## src/rtl/beta_pkg.sv

```systemverilog
// Shared types and constants for the beta execute-stage control blocks.
package beta_pkg;

  // Redirect controller states.
  typedef enum logic [1:0] {
    IDLE     = 2'd0,
    FLUSH    = 2'd1,
    REDIRECT = 2'd2,
    EXC      = 2'd3
  } beta_redir_state_t;

  // Branch/jump unit operation classes.
  localparam logic [1:0] BJU_EN_NONE   = 2'b00;
  localparam logic [1:0] BJU_EN_BRANCH = 2'b01;
  localparam logic [1:0] BJU_EN_JAL    = 2'b10;
  localparam logic [1:0] BJU_EN_JALR   = 2'b11;

endpackage

```

## src/rtl/beta_sat_counter.sv

```systemverilog
// Saturating up-counter: it counts inc_i pulses and sticks at all-ones.
module beta_sat_counter #(
  parameter int WIDTH = 16
) (
  input  logic             clk_i,
  input  logic             rstn_i,
  input  logic             inc_i,
  output logic [WIDTH-1:0] cnt_o
);

  logic [WIDTH-1:0] cnt_q;
  logic [WIDTH-1:0] cnt_d;

  // Next count: increment unless the counter is already saturated.
  always_comb begin
    cnt_d = cnt_q;
    if (inc_i && (cnt_q != '1)) cnt_d = cnt_q + WIDTH'(1);
  end

  // Count register.
  always_ff @(posedge clk_i or negedge rstn_i) begin
    if (!rstn_i) cnt_q <= '0;
    else         cnt_q <= cnt_d;
  end

  assign cnt_o = cnt_q;

endmodule

```

## src/rtl/beta_redirect_ctrl.sv

```systemverilog
// Execute-stage control-flow redirect controller. It flushes IF/ID, then
// hands the new PC to fetch, or raises a misaligned-target exception.
module beta_redirect_ctrl
  import beta_pkg::*;
#(
  parameter int DATAWIDTH    = 32,
  parameter int FLUSH_CYCLES = 2,
  parameter int CNTWIDTH     = 16
) (
  input  logic                 clk_i,
  input  logic                 rstn_i,
  input  logic                 exe_valid_i,
  input  logic [1:0]           exe_bju_en_i,
  input  logic                 bju_branch_taken_i,
  input  logic [DATAWIDTH-1:0] bju_next_pc_i,
  input  logic [DATAWIDTH-1:0] exe_pc_i,
  input  logic                 fetch_ready_i,
  input  logic                 exc_ack_i,
  output logic                 stall_exe_o,
  output logic                 flush_o,
  output logic                 redirect_valid_o,
  output logic [DATAWIDTH-1:0] redirect_pc_o,
  output logic                 exc_valid_o,
  output logic [DATAWIDTH-1:0] exc_pc_o,
  output logic [DATAWIDTH-1:0] exc_tval_o,
  output logic [CNTWIDTH-1:0]  cnt_branch_o,
  output logic [CNTWIDTH-1:0]  cnt_taken_o,
  output logic [CNTWIDTH-1:0]  cnt_jump_o
);

  // The flush counter is loaded with FLUSH_CYCLES-1 and runs down to zero.
  localparam logic [3:0] FLUSH_INIT = 4'(FLUSH_CYCLES - 1);

  beta_redir_state_t    state_q, state_d;
  logic [3:0]           fcnt_q, fcnt_d;
  logic [DATAWIDTH-1:0] tgt_q, tgt_d;
  logic [DATAWIDTH-1:0] pc_q, pc_d;

  logic [DATAWIDTH-1:0] target;
  logic                 need_redir;
  logic                 misaligned;
  logic                 accept;
  logic                 inc_branch;
  logic                 inc_taken;
  logic                 inc_jump;

  // Decode the BJU outcome; only IDLE accepts a new execute-stage event.
  always_comb begin
    target = bju_next_pc_i;
    if (exe_bju_en_i == BJU_EN_JALR) target[0] = 1'b0;
    need_redir = exe_bju_en_i[1] ||
                 ((exe_bju_en_i == BJU_EN_BRANCH) && bju_branch_taken_i);
    misaligned = |target[1:0];
    accept     = (state_q == IDLE) && exe_valid_i;
    inc_branch = accept && (exe_bju_en_i == BJU_EN_BRANCH);
    inc_taken  = inc_branch && bju_branch_taken_i;
    inc_jump   = accept && exe_bju_en_i[1];
  end

  // Next-state logic for the flush / redirect / exception sequence.
  always_comb begin
    state_d = state_q;
    fcnt_d  = fcnt_q;
    tgt_d   = tgt_q;
    pc_d    = pc_q;
    case (state_q)
      IDLE: begin
        if (accept && need_redir) begin
          tgt_d = target;
          if (misaligned) begin
            pc_d    = exe_pc_i;
            state_d = EXC;
          end else begin
            fcnt_d  = FLUSH_INIT;
            state_d = FLUSH;
          end
        end
      end
      FLUSH: begin
        if (fcnt_q == 4'd0) state_d = REDIRECT;
        else                fcnt_d  = fcnt_q - 4'd1;
      end
      REDIRECT: if (fetch_ready_i) state_d = IDLE;
      EXC:      if (exc_ack_i)     state_d = IDLE;
      default:  state_d = IDLE;
    endcase
  end

  // State, flush counter and latched target/PC registers.
  always_ff @(posedge clk_i or negedge rstn_i) begin
    if (!rstn_i) begin
      state_q <= IDLE;
      fcnt_q  <= 4'd0;
      tgt_q   <= '0;
      pc_q    <= '0;
    end else begin
      state_q <= state_d;
      fcnt_q  <= fcnt_d;
      tgt_q   <= tgt_d;
      pc_q    <= pc_d;
    end
  end

  // Outputs depend only on registered state, never directly on inputs.
  assign stall_exe_o      = (state_q != IDLE);
  assign flush_o          = (state_q == FLUSH) || (state_q == EXC);
  assign redirect_valid_o = (state_q == REDIRECT);
  assign redirect_pc_o    = (state_q == REDIRECT) ? tgt_q : '0;
  assign exc_valid_o      = (state_q == EXC);
  assign exc_pc_o         = (state_q == EXC) ? pc_q : '0;
  assign exc_tval_o       = (state_q == EXC) ? tgt_q : '0;

  beta_sat_counter #(.WIDTH(CNTWIDTH)) u_cnt_branch (
    .clk_i (clk_i),
    .rstn_i(rstn_i),
    .inc_i (inc_branch),
    .cnt_o (cnt_branch_o)
  );

  beta_sat_counter #(.WIDTH(CNTWIDTH)) u_cnt_taken (
    .clk_i (clk_i),
    .rstn_i(rstn_i),
    .inc_i (inc_taken),
    .cnt_o (cnt_taken_o)
  );

  beta_sat_counter #(.WIDTH(CNTWIDTH)) u_cnt_jump (
    .clk_i (clk_i),
    .rstn_i(rstn_i),
    .inc_i (inc_jump),
    .cnt_o (cnt_jump_o)
  );

endmodule

```

## config.mk

```make
export PLATFORM = sky130hd
export DESIGN_NAME = beta_redirect_ctrl
export DESIGN_NICKNAME = d
export VERILOG_FILES = /design/src/rtl/beta_pkg.sv /design/src/rtl/beta_sat_counter.sv /design/src/rtl/beta_redirect_ctrl.sv
export SDC_FILE = /design/constraint.sdc
export NUM_CORES = 1
export LEC_CHECK = 0
export CAP_MARGIN = 20
export CORE_ASPECT_RATIO = 1.5
export CORE_MARGIN = 2
export CORE_UTILIZATION = 48
export DETAILED_ROUTE_END_ITERATION = 16
export PLACE_DENSITY = 0.94
export SYNTH_ARGS = -nofsm -noshare
export SYNTH_HDL_FRONTEND = slang
export SYNTH_SLANG_ARGS = --single-unit
```

## constraint.sdc

```tcl
create_clock -name clk_i -period 3.3 [get_ports clk_i]
set_input_delay 0.66 -clock clk_i [delete_from_list [all_inputs] [get_ports clk_i]]
set_output_delay 0.66 -clock clk_i [all_outputs]
set_load 0.01 [all_outputs]
```

Yosys cells after proc, flatten, opt, wreduce, memory -nomap -nowiden. Cells that the tools add are included.

$add $sub $neg: 4. Eq/ne operators: 14. Mux-type cells: 14. Reduce and logical (&&, ||, !) cells: 20.

Operators with widths (count): $mux W32 (3); $add A16 B1 Y16 const B (3); $ne A16 B16 Y1 const B (3); $mux W4 (3); $mux W2 (5); $ne A2 B2 Y1 const B (5); $logic_and A1 B1 Y1 (9); $pmux W2 S4 (1); $pmux W4 S2 (1); $reduce_and A4 Y1 (2); $eq A2 B2 Y1 const B (3); $eq A2 B1 Y1 const B (2); $logic_not A4 Y1 (1); $reduce_bool A2 Y1 (2); $sub A4 B1 Y4 const B (1); $reduce_and A3 Y1 (1); $logic_not A2 Y1 (1); $logic_or A1 B1 Y1 (2); $ne A2 B1 Y1 const B (1); $reduce_and A2 Y1 (1); $reduce_or A2 Y1 (1); $mux W1 (1).

Flip-flop bits (word level): 118. Input port bits: 72. Output and inout port bits: 148. Word-level logic and storage cells: 59.

Logic depth before layout (Yosys ltp). Gate-level depths: netlist (run 1).

Depth in word-level cells: 6. Gate-level depth with buffers: 6. Gate-level depth less buffers: 5.

Modules after synthesis. A second synthesis (run 1) with hierarchy kept.

Cells, all modules: 519. Area total of the unflattened synthesis: 6273.5 um^2.

Modules (own cells, without submodules): beta_redirect_ctrl (instances 1, cells an instance 303, area each 3694.8 um^2, sequential area each 1751.7 um^2); beta_sat_counter (instances 3, cells an instance 72, area each 859.6 um^2, sequential area each 400.4 um^2).

Worst setup path after synthesis (run 1). Ideal clock, no wire load.

Path type: input-to-reg. Start: input exe_valid_i. End: register u_cnt_branch.cnt_q[15], in the netlist u_cnt_branch.cnt_o[15]. Setup time: 0.079 ns. Arrival time: 2.135 ns. Data required time: 3.221 ns. Setup slack: 1.086 ns. Cell stages on the path: 6. Buffers on the path: 2. Cells stage by stage: or3b_1 -> buf_2 -> or4b_1 -> buf_2 -> nor4b_2 -> xor2_1.

Longest elaborated chain between the ends: 3.

RTL lines: from (decl) (RTL line beta_redirect_ctrl.sv:12) `input logic exe_valid_i,`; $logic_and A1 B1 Y1 (RTL line beta_redirect_ctrl.sv:54) `accept = (state_q == IDLE) && exe_valid_i;`; $logic_and A1 B1 Y1 (RTL line beta_redirect_ctrl.sv:55) `inc_branch = accept && (exe_bju_en_i == BJU_EN_BRANCH);`; $logic_and A1 B1 Y1 (RTL line beta_sat_counter.sv:17) `if (inc_i && (cnt_q != '1)) cnt_d = cnt_q + WIDTH'(1);`; to (signal assigned) (RTL line beta_sat_counter.sv:23) `else cnt_q <= cnt_d;`; to (decl) (RTL line beta_sat_counter.sv:11) `logic [WIDTH-1:0] cnt_q;`.

Every way passes these cells. A chain may end at the register's enable or synchronous reset.

Final worst setup path (run 1).
Start: register state_q[0]. End: output exc_tval_o[29].

Longest elaborated chain between the ends: 2.

RTL lines: from (decl) (RTL line beta_redirect_ctrl.sv:34) `beta_redir_state_t state_q, state_d;`; from (signal assigned) (RTL line beta_redirect_ctrl.sv:97) `state_q <= state_d;`; $eq A2 B2 Y1 (RTL line beta_redirect_ctrl.sv:111) `assign exc_tval_o = (state_q == EXC) ? tgt_q : '0;`; $mux W32 (RTL line beta_redirect_ctrl.sv:111); to (decl) (RTL line beta_redirect_ctrl.sv:25) `output logic [DATAWIDTH-1:0] exc_tval_o,`.

Every way passes these cells.

==> metrics, run 1 <==
# port buffers=219; final worst path period share=91.9%; CP max FO=41; Worst path slowest cell=dfrtp_2; Final Total Pwr=0.00701 W; Post-Syn Area=0.00577 mm²; Pwr per Cell Area=792 mW/mm²; max cap viols=0; DP Area=0.00816 mm²; Post-Layout Inst Area=0.00885 mm²; Routed Wire Length=16.8 mm; Inst Count DP=865; largest net degree at the start of global routing=62; Final nets=808; drt pass-1 iters=5; Yosys reg bits=118; CP top delay family=buffers and inverters; Cells after Synth=510; status=complete, no violations; core footprint=0.0118 mm²; async set-or-reset flop fraction in the synthesized netlist=100%; Max-slew headroom=47.6%; antenna-violating nets left=0; Setup crit end=exc_tval_o[29]; RSZ-0062 raised after global routing=no; Max VDD drop=0.425 mV; first-pass GRT wire length=27.1 mm; # resized after CTS=0; CP bufs+invs=2; Syn. warnings=0; Worst Path Required=2.64 ns; total negative slack=0 ns; r2r worst-path depth=4; worst r2r src=state_q[0]$_DFFE_PN0P_; layout cells sized above 1=15.9%; Root Buffer=clkbuf_16; CP startpoint=state_q[0]$_DFFE_PN0P_; Cell Chain, Critical Path=buf_4, and3_1, clkdlybuf4s50_1; Avg WL per Cell=18.7 µm; DR DRC count=0; Congestion Overflow GR=0; Non-Filler Instances=896; crit path DAT=2.37 ns; Post-synth EDFFs=0; dpl hpwl=11.9 mm; synth unique cells=43; Pins Over Slew Limit=0; syn nets=587; hold-fix buffers at CTS=0; CTS buffer count=17; Worst-Margin Slew=0.779 ns; Core Util, Final=74.8%; Slowest Stage Delay on Critical Path=0.74 ns; CP Capture Type=output port; Crit Path Class=reg2out; Clock Path Buffers=2; Via Count=4967; Die Span X=93.5 µm; Antenna diodes=0; reg2reg end=u_cnt_branch.cnt_o[15]$_DFFE_PN0P_; cell with the most instances after synthesis=dfrtp_1; top cell type's share of synthesized area=51.2%; r2r setup slk=0.84 ns; clock transition at the registers of the reported paths=0.05 ns; area leader, netlist=dfrtp_1; ranking of synthesized cells by area=dfrtp_1 (51%), mux2_2 (14%), and3_1 (7.6%); initial antenna violation count=0; Synth Area per Inst=11.3 µm²; final clock skew=0.0265 ns; class of the worst hold path=in2async; predominant post-synthesis flop cell=dfrtp_1; worst skew pair latency=0.42 ns; P_leak=3.96 nW; Placer Congestion=0.862; Post-synth top cells=dfrtp_1 (118), and3_1 (70), mux2_2 (70); Initial Utilization=48.8%; instance count on the critical path=3; Seq/Total Area, Yosys=51.2%; initial drt markers=244; Die Ht=138 µm; Vias/cell=5.54; # clock sinks=118; CTS tree=yes; Final min period=3.03 ns; Fin. Hold Viols=0; Max Freq=330 MHz; postcts setup bufs=0; number of global-route vias before repair=5369; critical path launch point type=register; I/O pin count=220; row count=49; Total GRT Usage=26.6%; Final setup viols=0; Die ar.=0.0129 mm²; H-tree level count=4; P&R area growth vs syn=53.4%
## how the worst min path moves through the flow
stage | from | end | slack, ns | cells past startpoint
after CTS | rstn_i | u_cnt_taken.cnt_o[8]$_DFFE_PN0P_ | 0.36 | 1
after floorplan | rstn_i | fcnt_q[0]$_DFFE_PN0P_ | 0.36 | 0
after detailed placement | pc_q[12]$_DFFE_PN0P_ | pc_q[12]$_DFFE_PN0P_ | 0.49 | 1
after global placement | pc_q[27]$_DFFE_PN0P_ | pc_q[27]$_DFFE_PN0P_ | 0.48 | 1
final | rstn_i | u_cnt_taken.cnt_o[8]$_DFFE_PN0P_ | 0.33 | 1
after global routing | rstn_i | u_cnt_jump.cnt_o[4]$_DFFE_PN0P_ | 0.40 | 1
## area by class of cell
type	count	area, µm²
flip-flops and latches	118	2950
well taps	153	191
repair buffers	231	2300
clock inverters	12	250
clock buffers	19	443
inverters	5	18.8
multi-input cells	358	2690
fillers	737	2980
## registers in the layout, summed over array words and instances (netlist names)
register / count
tgt_q: 32
pc_q: 32
fcnt_q: 4
u_cnt_branch.cnt_o: 16
u_cnt_taken.cnt_o: 16
state_q: 2
u_cnt_jump.cnt_o: 16
## cells by family (layout without fill, tap and decap cells)
family / Yosys count / after routing / share of synthesized area (%)
simple gates: 224 / 224 / 23.4
compound gates: 16 / 16 / 1.76
flops: 118 / 118 / 51.2
fa+ha+maj: 5 / 5 / 1.08
xor+xnor: 42 / 42 / 6.38
buf+inv: 34 / 267 / 2.34
mux: 71 / 71 / 13.8
## per-layer routing
layer	share of wire, %	wire length (µm)	GRT usage, %
met1	37	6120	29.5
met2	55	9150	47.2
met3	5.6	942	6.65
met4	3.3	555	11.7
met5	0	0	0
## worst register-to-register path, delay by kind of cell (launching register included)
kind                      cells  cell delay (ns)
DFF                           1             0.62
and+or+nand+nor               3             1.59
xor gates and xnor gates      1             0.17
## metrics by stage
step / worst slack (ns) / hold WS [ns]
floorplan: 1.09 / 0.364
global placement: 0.451 / 0.481
detailed placement: 0.430 / 0.488
CTS: 0.294 / 0.363
global route: 0.166 / 0.401
finish: 0.269 / 0.334
## layout by cell type, fill, tap and decap left out, drive strengths merged, types with 15 or more instances in the layout
master         count
dfrtp            118
clkbuf            19
clkdlybuf4s50    218
nand3             16
nand4             17
nor3              18
mux2              70
xor2              32
and2              34
and3              70
nor2              15
## power breakdown
| group | internal, W | leakage, nW | switching [W] |
|---|---|---|---|
| Combinational | 0.00141 | 2.17 | 0.00102 |
| Clock | 0.00151 | 0.325 | 0.000651 |
| Sequential | 0.00196 | 1.46 | 0.000460 |
| Total | 0.00488 | 3.96 | 0.00213 |
Power figures use the tool's default switching activity.
==> run 2, diff against run 1 <==
Settings changed: REMOVE_ABC_BUFFERS set to 1.
==> run 2 against run 1 <==
Sequential power barely moved. Register-to-register slack better by 0.07 ns. Via count is 1.0% lower. Clock power is 5% lower. Critical path depth increased by 1. Design area down 0.51%. First-iteration DRC count is 18% lower. Clock skew fell by 0.018 ns. Core utilization decreased by 0.38 points. Maximum frequency rose by 6.5%. Count of clock-buffer cells in the layout down 1. Largest cell class unchanged. Largest power group is now sequential cells.
==> metrics, run 2 (synthesized netlist as in run 1, its figures left out) <==
status=complete, no violations; Clock Path Buffers=2 (unchanged); instance count on the critical path=4 (+1); CP bufs+invs=2 (unchanged); Worst-Margin Slew=0.842 ns (+0.0629 ns); Crit Path Class=reg2out; Max VDD drop=0.552 mV (+30%); drt pass-1 iters=4 (-1); Final min period=2.85 ns (-0.185 ns); Die Ht=138 µm (unchanged); Fin. Hold Viols=0 (unchanged); largest net degree at the start of global routing=64 (+3.2%); Slowest Stage Delay on Critical Path=0.58 ns (-0.16 ns); H-tree level count=4 (unchanged); P_leak=3.94 nW (-0.50%); postcts setup bufs=0 (unchanged); Die Span X=93.5 µm (unchanged); # port buffers=219 (unchanged); initial antenna violation count=0 (unchanged); I/O pin count=220 (unchanged); Pins Over Slew Limit=0 (unchanged); antenna-violating nets left=0 (unchanged); row count=49 (unchanged); Cell Chain, Critical Path=nor2b_1, buf_4, and2_1, clkdlybuf4s50_1; # resized after CTS=0 (unchanged); CTS tree=yes; class of the worst hold path=in2async; critical path launch point type=register; CP Capture Type=output port; DR DRC count=0 (unchanged); max cap viols=0 (unchanged); Post-Place Worst Slack=0.373 ns (-0.0568 ns); initial drt markers=201 (-18%); Antenna diodes=0 (unchanged); tightest hold margin=0.302 ns (-0.0320 ns); Max-slew headroom=43.3% (-4.2 points); CP max FO=33 (-20%); Inst Count DP=864 (-0.12%); Worst path slowest cell=dfrtp_2; CP top delay family=buffers and inverters; Initial Utilization=48.8% (unchanged); r2r worst-path depth=4 (unchanged); Avg WL per Cell=18.1 µm (-3.0%); Final setup viols=0 (unchanged); dpl hpwl=11.7 mm (-1.6%); Total GRT Usage=25.4% (-1.1 points); CTS buffer count=17 (unchanged); most common cell after layout, fill and taps aside=clkdlybuf4s50_1; final clock skew=0.00845 ns (-0.0180 ns); number of global-route vias before repair=5175 (-3.6%); Vias/cell=5.48 (-1.1%); P&R area growth vs syn=52.7%; setup slack after layout=0.454 ns (+0.185 ns); DP Area=0.00814 mm² (-0.25%); Die ar.=0.0129 mm² (unchanged); worst skew pair latency=0.41 ns (about the same); Placer Congestion=0.855 (-0.81%); Final nets=808 (unchanged); commonest cells after routing, fill and taps aside=clkdlybuf4s50_1 (218), dfrtp_1 (117), and3_1 (70), mux2_2 (70), and2_1 (34); crit path DAT=2.19 ns (-0.18 ns); Non-Filler Instances=897 (+0.11%); Root Buffer=clkbuf_16; RSZ-0062 raised after global routing=no; hold-fix buffers at CTS=0 (unchanged); Post-Layout Inst Area=0.00881 mm² (-0.51%); Congestion Overflow GR=0 (unchanged); final worst path period share=86.2% (-5.6 points); core footprint=0.0118 mm² (unchanged); first-pass GRT wire length=25.9 mm (-4.3%); clock transition at the registers of the reported paths=0.06 ns (about the same); Via Count=4917 (-1.0%); Worst Path Required=2.64 ns (about the same); Max Freq=351 MHz (+6.5%); # clock sinks=118 (unchanged); Pwr per Cell Area=778 mW/mm² (-1.8%); layout cells sized above 1=16.1% (+0.25 points); biggest regs=pc_q: 32 flops, tgt_q: 32 flops; Routed Wire Length=16.3 mm (-2.9%)
==> run 2: per-layer routing <==
metal / global-route usage [%] / vias to the layer above / share of wire (%)
li1: - / 2267 / -
met1: 26.9 / 2424 / 36
met2: 47.0 / 193 / 55
met3: 5.99 / 33 / 5.9
met4: 11.0 / 0 / 2.7
met5: 0 / - / 0
==> run 2: layout make-up <==
class                      instances  area [µm²]
multi-input combinational        358        2690
fill                             753        3030
clock buffer                      18         439
sequential                       118        2950
inverter                           5        18.8
clock inverter                    14         224
timing repair buffer             231        2290
tap                              153         191
==> run 2: metrics by stage <==
step           setup TNS [ns]  total power [W]  util, %
6_report                    0          0.00686     74.4
4_1_cts                     0          0.00690     74.4
5_1_grt                     0          0.00721     74.4
3_5_place_dp                0          0.00481     68.8
3_3_place_gp                0          0.00464     68.8
2_1_floorplan          -23.58          0.00348        -
==> run 2: where the power goes <==
group	total (W)	internal [W]	leakage, nW	switching, W
Clock	0.00206	0.00137	0.309	0.000692
Combinational	0.00240	0.00141	2.17	0.000992
Sequential	0.00240	0.00196	1.46	0.000437
Total	0.00686	0.00473	3.94	0.00212
==> run 2: path summary, 6_finish.rpt <==
kind	from	end	slack [ns]
worst max-delay path	state_q[0]$_DFFE_PN0P_	redirect_pc_o[30]	0.45
worst min-delay path	rstn_i	pc_q[10]$_DFFE_PN0P_	0.30
worst max register to register	state_q[0]$_DFFE_PN0P_	u_cnt_branch.cnt_o[11]$_DFFE_PN0P_	0.91
worst min register to register	u_cnt_taken.cnt_o[6]$_DFFE_PN0P_	u_cnt_taken.cnt_o[6]$_DFFE_PN0P_	0.49
max in group asynchronous	rstn_i	state_q[0]$_DFFE_PN0P_	2.22
min in group clk_i	u_cnt_taken.cnt_o[6]$_DFFE_PN0P_	u_cnt_taken.cnt_o[6]$_DFFE_PN0P_	0.49
==> run 3, diff against run 2 <==
Settings changed: CORE_ASPECT_RATIO 1.5 to 0.5, CORE_UTILIZATION 48 to 49, CTS_BUF_LIST set to sky130_fd_sc_hd__clkbuf_4, PLACE_DENSITY 0.94 to 0.95.
==> run 3 against run 2 <==
Via count is 0.61% lower. Register-to-register slack worse by 0.03 ns. Cell count is 0.78% higher. Core utilization is 0.89 points higher. Design area is 4.1% lower. Non-clock buffer count is 1 higher. Routed wire length is 3.1% lower. Flip-flop and latch count stayed put.
==> metrics, run 3 (synthesized netlist as in run 1, its figures left out) <==
H-tree level count=4 (unchanged); met2 wire length=8.31 mm (-7.6%); initial antenna violation count=0 (unchanged); number of global-route vias before repair=4904 (-5.2%); # resized after CTS=0 (unchanged); Final setup viols=0 (unchanged); RSZ-0062 raised after global routing=no; core footprint=0.0112 mm² (-5.2%); Clock Path Buffers=2 (unchanged); Congestion Overflow GR=0 (unchanged); postcts setup bufs=0 (unchanged); class of the worst hold path=in2async; Max-slew headroom=49.2% (+5.9 points); Die Ht=80.7 µm (-42%); Core Util, Final=75.3% (+0.89 points); final clock skew=0.0149 ns (+0.00649 ns); Worst Path Required=2.64 ns (about the same); Antenna diodes=0 (unchanged); Die Span X=157 µm (+68%); DP Area=0.00816 mm² (+0.29%); clock transition at the registers of the reported paths=0.10 ns (+0.04 ns); P&R area growth vs syn=46.4%; worst skew pair latency=0.51 ns (+0.10 ns); Max VDD drop=0.397 mV (-28%); # port buffers=219 (unchanged); CP Capture Type=output port; # clock sinks=118 (unchanged); tightest hold margin=0.168 ns (-0.134 ns); Vias/cell=5.41 (-1.4%); highest routed metal layer=met4; row count=27 (-45%); antenna-violating nets left=0 (unchanged); commonest cells after routing, fill and taps aside=clkdlybuf4s50_1 (218), dfrtp_1 (117), and3_1 (70), mux2_2 (70), and2_1 (34); largest net degree at the start of global routing=65 (+1.6%); I/O pin count=220 (unchanged); CTS tree=yes; CTS buffer count=17 (unchanged); P_leak=3.79 nW (-3.8%); Max Freq=320 MHz (-8.9%); Worst-Margin Slew=0.755 ns (-0.0870 ns); biggest regs=pc_q: 32 flops, tgt_q: 32 flops; Via Count=4887 (-0.61%); status=complete, no violations; Post-Layout Inst Area=0.00845 mm² (-4.1%); crit path DAT=2.46 ns (+0.27 ns); fillers=716 (-4.9%); Initial Utilization=51.4% (+2.7 points); Final min period=3.12 ns (+0.278 ns); layout cells sized above 1=15.8% (-0.29 points); r2r worst-path depth=4 (unchanged); met3 wire len=589 µm (-39%); total negative slack=0 ns (unchanged); Met1 Routed Length=6.50 mm (+11%); initial drt markers=226 (+12%); Fin. Hold Viols=0 (unchanged); setup slack after layout=0.176 ns (-0.278 ns); Avg WL per Cell=17.4 µm (-3.8%); Placer Congestion=0.886 (+3.6%); final worst path period share=94.7% (+8.4 points); critical path launch point type=register; dpl hpwl=11.4 mm (-2.9%); most common cell after layout, fill and taps aside=clkdlybuf4s50_1; Pwr per Cell Area=695 mW/mm² (-11%); Final nets=809 (+0.12%); hold-fix buffers at CTS=0 (unchanged); Crit Path Class=reg2out; max cap viols=0 (unchanged); Post-Place Worst Slack=0.415 ns (+0.0422 ns); DR DRC count=0 (unchanged); CP max FO=41 (+24%); Total GRT Usage=25.6% (+0.20 points); drt pass-1 iters=4 (unchanged); Pins Over Slew Limit=0 (unchanged); Routed Wire Length=15.8 mm (-3.1%); Die ar.=0.0127 mm² (-1.7%); first-pass GRT wire length=25.2 mm (-2.9%); Root Buffer=clkbuf_4
-- run 3: cell types whose count changed in the layout (fill, tap and decap cells not counted), sizes merged --
cell	previous run	this run
clkinvlp	4	2
inv	7	5
bufinv	5	3
buf	12	14
clkinv	3	7
clkbuf	19	20
-- run 3: path summary, 6_finish.rpt --
path                                            startpoint  slack (ns)                            endpoint
min in group clk_i         u_cnt_jump.cnt_o[7]$_DFFE_PN0P_        0.50     u_cnt_jump.cnt_o[7]$_DFFE_PN0P_
max in group asynchronous                           rstn_i        2.21               tgt_q[30]$_DFFE_PN0P_
setup / recovery                    state_q[0]$_DFFE_PN0P_        0.18                      exc_tval_o[10]
hold reg to reg            u_cnt_jump.cnt_o[7]$_DFFE_PN0P_        0.50     u_cnt_jump.cnt_o[7]$_DFFE_PN0P_
setup reg to reg                    state_q[0]$_DFFE_PN0P_        0.88  u_cnt_branch.cnt_o[15]$_DFFE_PN0P_
hold / removal                                      rstn_i        0.17   u_cnt_taken.cnt_o[11]$_DFFE_PN0P_
-- run 3: final cells by class --
cell class | count | area [µm²] | area share (%)
repair buffers | 232 | 2300 | 27.2
inverters | 5 | 18.8 | 0.222
clock inverters | 12 | 135 | 1.60
clock buffers | 20 | 150 | 1.78
multi-input cells | 358 | 2690 | 31.9
flip-flops and latches | 118 | 2950 | 35.0
well taps | 159 | 199 | 2.35
-- run 3: worst max-delay path, stage by stage, from the launching register on --
cell and delay, ns:
dfrtp_2 0.73, buf_4 0.42, and3_1 0.25, clkdlybuf4s50_1 0.55
-- run 3: routing by layer --
| layer | track usage [%] | vias to the layer above |
|---|---|---|
| li1 | - | 2277 |
| met1 | 30.5 | 2438 |
| met2 | 46.5 | 131 |
| met3 | 4.26 | 41 |
| met4 | 11.3 | 0 |
| met5 | 0 | - |
-- run 3: per-stage QoR --
step,instances,total power [W]
floorplan,481,0.00348
global placement,872,0.00468
detailed placement,872,0.00483
CTS,904,0.00590
global route,904,0.00621
finish,904,0.00587
-- run 3: power by group --
group          switching (W)  internal (W)  total (W)
Sequential          0.000454       0.00195    0.00241
Combinational       0.000991       0.00140    0.00240
Clock               0.000527      0.000537    0.00106
